### src/rtl/rename_reg_file.sv
// Architectural register file with per-register rename state (busy bit + ROB tag).
// Sources are looked up combinationally with a same-cycle commit bypass. Destinations
// are renamed from the instruction queue and values are written back from the ROB.
// x0 is hard-wired to zero and never busy.
module rename_reg_file #(
    parameter int unsigned NUM_REGS = 32,
    parameter int unsigned DATA_W   = 32,
    parameter int unsigned TAG_W    = 4,
    parameter int unsigned NUM_RD   = 2,
    localparam int unsigned IDX_W   = $clog2(NUM_REGS)
) (
    input  logic                       clk,
    input  logic                       rst,
    input  logic                       rdy,
    input  logic                       flush,
    input  logic [NUM_RD*IDX_W-1:0]    rd_idx,
    output logic [NUM_RD-1:0]          rd_busy,
    output logic [NUM_RD*TAG_W-1:0]    rd_tag,
    output logic [NUM_RD*DATA_W-1:0]   rd_data,
    input  logic                       ren_valid,
    input  logic [IDX_W-1:0]           ren_rd,
    input  logic [TAG_W-1:0]           ren_tag,
    input  logic                       cmt_valid,
    input  logic [IDX_W-1:0]           cmt_rd,
    input  logic [TAG_W-1:0]           cmt_tag,
    input  logic [DATA_W-1:0]          cmt_data,
    output logic [IDX_W:0]             busy_count
);

    logic [DATA_W-1:0] val_q [NUM_REGS];
    logic [TAG_W-1:0]  tag_q [NUM_REGS];
    logic [NUM_REGS-1:0] busy_q, busy_d;
    logic [IDX_W:0]      busy_count_q, busy_count_d;

    logic ren_hit;
    logic cmt_hit;
    logic cmt_clear;
    logic cnt_inc;
    logic cnt_dec;

    // Qualified strobes; writes to x0 are dropped here so x0 can never change.
    always_comb begin
        ren_hit   = rdy && ren_valid && (ren_rd != '0) && !flush;
        cmt_hit   = rdy && cmt_valid && (cmt_rd != '0);
        // A same-cycle rename of the committing register wins over the busy clear.
        cmt_clear = cmt_hit && (tag_q[cmt_rd] == cmt_tag) && !(ren_hit && (ren_rd == cmt_rd));
        cnt_inc   = ren_hit && !busy_q[ren_rd];
        cnt_dec   = cmt_clear && busy_q[cmt_rd];
    end

    // Next busy vector and its running popcount.
    always_comb begin
        busy_d       = busy_q;
        busy_count_d = busy_count_q;
        if (rdy && flush) begin
            busy_d       = '0;
            busy_count_d = '0;
        end else begin
            if (cmt_clear) begin
                busy_d[cmt_rd] = 1'b0;
            end
            if (ren_hit) begin
                busy_d[ren_rd] = 1'b1;
            end
            busy_count_d = busy_count_q + (IDX_W+1)'(cnt_inc) - (IDX_W+1)'(cnt_dec);
        end
    end

    // State update: values from commits, tags from renames; stale tags survive a flush.
    always_ff @(posedge clk) begin
        if (rst) begin
            for (int i = 0; i < int'(NUM_REGS); i++) begin
                val_q[i] <= '0;
                tag_q[i] <= '0;
            end
            busy_q       <= '0;
            busy_count_q <= '0;
        end else begin
            if (cmt_hit) begin
                val_q[cmt_rd] <= cmt_data;
            end
            if (ren_hit) begin
                tag_q[ren_rd] <= ren_tag;
            end
            busy_q       <= busy_d;
            busy_count_q <= busy_count_d;
        end
    end

    assign busy_count = busy_count_q;

    // Source lookup ports: pre-update state with the commit bypassed in.
    for (genvar p = 0; p < int'(NUM_RD); p++) begin : g_rd
        logic [IDX_W-1:0] s;
        logic             idx_match;
        assign s         = rd_idx[p*IDX_W +: IDX_W];
        assign idx_match = cmt_valid && (cmt_rd == s);

        // Bypass is keyed on the raw commit strobe so lookups behave the same when rdy=0.
        always_comb begin
            if (s == '0) begin
                rd_busy[p]                 = 1'b0;
                rd_tag[p*TAG_W +: TAG_W]   = '0;
                rd_data[p*DATA_W +: DATA_W] = '0;
            end else begin
                rd_busy[p]                 = busy_q[s] && !(idx_match && (cmt_tag == tag_q[s]));
                rd_tag[p*TAG_W +: TAG_W]   = tag_q[s];
                rd_data[p*DATA_W +: DATA_W] = idx_match ? cmt_data : val_q[s];
            end
        end
    end

endmodule

### config.mk
export PLATFORM = sky130hd
export DESIGN_NAME = rename_reg_file
export DESIGN_NICKNAME = d
export VERILOG_FILES = /design/src/rtl/rename_reg_file.sv
export SDC_FILE = /design/constraint.sdc
export NUM_CORES = 2
export LEC_CHECK = 0
export ABC_AREA = 1
export CORE_UTILIZATION = 45
export DETAILED_ROUTE_END_ITERATION = 6
export PLACE_DENSITY_LB_ADDON = 0.08
export SLEW_MARGIN = 20
export SYNTH_ARGS = -nofsm -noshare
export SYNTH_HDL_FRONTEND = slang
export SYNTH_SLANG_ARGS = --single-unit
export TNS_END_PERCENT = 50
### constraint.sdc
create_clock -name clk -period 3.85 [get_ports clk]
set_input_delay 0.5775 -clock clk [delete_from_list [all_inputs] [get_ports clk]]
set_output_delay 0.5775 -clock clk [all_outputs]
set_load 0.01 [all_outputs]
==> results.json <==
{
  "status": "complete, but fails checks",
  "violations": "design-rule violations, negative setup slack",
  "p_comb_share_pct": 15.4,
  "overflow": 0,
  "timing.slew.headroom_pct": 26.92,
  "nets": 8152,
  "firstDrtPassIters": 7,
  "clkSlewWorstSetupHoldPaths_ns": 0.06,
  "clk_path_buf_depth": 3,
  "wire_per_inst_um": 29.58,
  "worstHoldStart": "rst",
  "path_cells": "o21ai_0, a21oi_1, o221ai_1, nand3_1, a21oi_1, nor2_1, clkdlybuf4s50_1",
  "worstSetupEndpointType": "primary output",
  "switching_share_pct": 28.80,
  "drc": 5,
  "layout-drive-gt1-share_pct": 10.46,
  "synth_cell_types": 44,
  "cts_hold_buf": 0,
  "grt_pass1_wl_um": 422700,
  "maxCapViolCount": 0,
  "dp_worst_setup_slack_ns": -0.5497,
  "coreArea_um2": 146400,
  "grt_use_total_pct": 38.78,
  "portBuffers": 145,
  "reg2reg_from": "tag_q[10][0]",
  "die_h_um": 387.0,
  "dieArea_um2": 149700,
  "setup_viol": 1,
  "min_period_ns": 3.859,
  "via_per_inst": 6.424,
  "cts_tree": "yes",
  "path_buf_inv": 1,
  "dp_hpwl_um": 191000,
  "grt_pass1_vias": 59550,
  "finalWorstSetupSlack_ns": -0.008562,
  "synthToLayoutAreaGrowth_pct": 16.49,
  "ys_warn_count": 0,
  "hold_violations": 0,
  "numCtsBuffers": 139,
  "start_util_pct": 45.54,
  "async_flop_share_pct": 0,
  "crit_family": "compound AO/OA/AOI/OAI gates",
  "p_int_w": 0.02362,
  "worst_pin_slew_ns": 1.089,
  "ys_top_cells_by_area": "edfxtp_1 52%, nor2_1 10%, o21ai_0 10%",
  "yosysTopAreaCell": "edfxtp_1",
  "rows": 140,
  "synthFlopType": "edfxtp_1",
  "synth_edf_count": 1152,
  "yosysSeqAreaShare_pct": 53.01,
  "hold_path_class": "primary input to flop",
  "vias": 64870,
  "cts_sinks": 1190,
  "io_pins": 146,
  "dr.first_iter.drc_count": 10110,
  "p_seq_share_pct": 45.9,
  "cp_max_fo": 2,
  "gp_routability_congestion": 0.9623,
  "synth_seq_cells": 1190,
  "placed_area_um2": 73300,
  "avgSynthCellArea_um2": 8.354,
  "crit_path_max_incr_delay_ns": 0.51,
  "holdWs_ns": 0.2854,
  "syn_area_um2": 66690,
  "drv_slew": 0,
  "path_class": "flop to primary output",
  "antenna_found_initial": 4,
  "pwr-share-clk_pct": 38.6,
  "design_area_um2": 77680,
  "routed_wirelength_um": 298700,
  "die_w_um": 387.0,
  "grt_max_degree": 95,
  "cts-root-buf": "clkbuf_16",
  "cellPowerDensity_nw_per_um2": 427.0,
  "setup.worst_path.start_class": "flop",
  "cp_slowest_cell": "a21oi_1",
  "p_switching_w": 0.009553,
  "leakage_nw": 29.01,
  "fmaxAchievable_mhz": 259.2,
  "skew_ns": 0.02114,
  "arrival_ns": 3.28,
  "synthCells": 7983,
  "clock_latency_ns": 0.80,
  "crit_top_cell": "a21oi_1",
  "peakVddDrop_uv": 332.4,
  "critPathRequiredTime_ns": 3.27,
  "rsz0062_at_grt": "no",
  "yosysTopAreaCellShare_pct": 51.87,
  "worstSetupStartpoint": "val_q[22][6]",
  "htreeDepth": 4,
  "antenna_left": 0,
  "finalCritPeriodShare_pct": 100.2
}
Yosys cell counts, types with 4 or more instances:
master	instances
nor2_1	1822
o21ai_0	1363
edfxtp_1	1152
nand2_1	768
a21oi_1	616
inv_1	456
clkbuf_1	445
nand3_1	345
buf_2	262
o211ai_1	193
o221ai_1	168
o22ai_1	116
nand4_1	44
buf_1	38
dfxtp_1	38
o2111ai_1	19
nor3_1	18
buf_4	15
a22oi_1	14
buf_6	11
a31oi_1	9
inv_2	7
a221oi_1	6
ha_1	6
nor3_2	6
a211oi_1	5
a311oi_1	5
o31ai_1	4
flip-flops by register name, summed over array words and instances (netlist names):
| signal | cells |
|---|---|
| busy_count | 6 |
| busy_q | 32 |
| tag_q | 128 |
| val_q | 1024 |
layout by cell type (no fill, tap or decap), types with 18 or more instances in the layout:
cell and count:
a21oi_1 611, buf_12 132, buf_4 411, clkbuf_1 26, clkbuf_16 142, clkdlybuf4s50_1 127
clkinv_1 37, conb_1 36, dfxtp_1 38, edfxtp_1 1152, inv_1 441, nand2_1 704
nand2_2 67, nand3_1 344, nand4_1 44, nor2_1 1820, nor3_1 18, o2111ai_1 19
o211ai_1 193, o21ai_0 1362, o221ai_1 166, o22ai_1 116
through the flow:
step	setup TNS (ns)	power, W	utilization, %	instances
after floorplan	0	0.01793	-	8018
after global placement	-2.372	0.02036	50.06	9854
after detailed placement	-1.920	0.02041	50.06	9854
after CTS	-0.02581	0.03305	52.98	10100
after global routing	0	0.03405	53.05	10100
final	-0.008562	0.03317	53.05	10100
worst paths after layout:
kind / depth (start not counted) / slack [ns] / endpoint
worst max register to register: 22 / 0.57 / busy_count[4]
worst min register to register: 2 / 0.54 / busy_q[12]
worst max-delay path: 7 / -0.009 / rd_data[38]
worst min-delay path: 1 / 0.29 / tag_q[0][1]
power groups by stage:
stage	logic [W]	clock network [W]	registers [W]
final	0.00513	0.0128	0.0152
after global routing	0.00538	0.0134	0.0153
after CTS	0.00496	0.0129	0.0152
after detailed placement	0.00493	0	0.0155
after global placement	0.00490	0	0.0155
after floorplan	0.00258	0	0.0153
timing repair:
| item | in CTS | in global routing |
|---|---|---|
| endpoints found under the setup margin | 19 | 43 |
| pin swaps | 1 | 3 |
| setup buffers | 1 | 0 |
| hold endpoints to repair | 0 | 0 |
| resized for setup | 8 | 27 |
layer usage:
| layer | global-route usage (%) | vias up | part of all wire, % |
|---|---|---|---|
| met5 | 0 | - | 0 |
| met4 | 21.21 | 0 | 6.2 |
| met3 | 8.981 | 947 | 13 |
| met2 | 57.68 | 4762 | 43 |
| met1 | 52.30 | 31130 | 38 |
| li1 | - | 28030 | - |
kinds of logic (layout without fill, tap and decap cells):
| family | after synthesis | in the layout | share of synthesized area (%) |
|---|---|---|---|
| buffers and inverters | 1238 | 1400 | 7.670 |
| other | 1 | 37 | 0.005623 |
| DFF | 1190 | 1190 | 53.01 |
| and+or+nand+nor | 3014 | 3014 | 17.93 |
| adders and majority gates | 7 | 7 | 0.1426 |
| xor gates and xnor gates | 6 | 6 | 0.07882 |
| AOI/OAI and AO/OA | 2527 | 2527 | 21.16 |
area by class of cell:
type                            count  area, um^2
Antenna cell                        1       2.502
Clock buffer                      169        3665
Clock inverter                     73       588.1
Fill cell                       13690       68760
Inverter                          467        1800
Multi-Input combinational cell   5590       26600
Sequential cell                  1190       35350
Tap cell                         1917        2399
Timing Repair Buffer              691        7274
No activity file was read; power rests on OpenSTA's default activity.
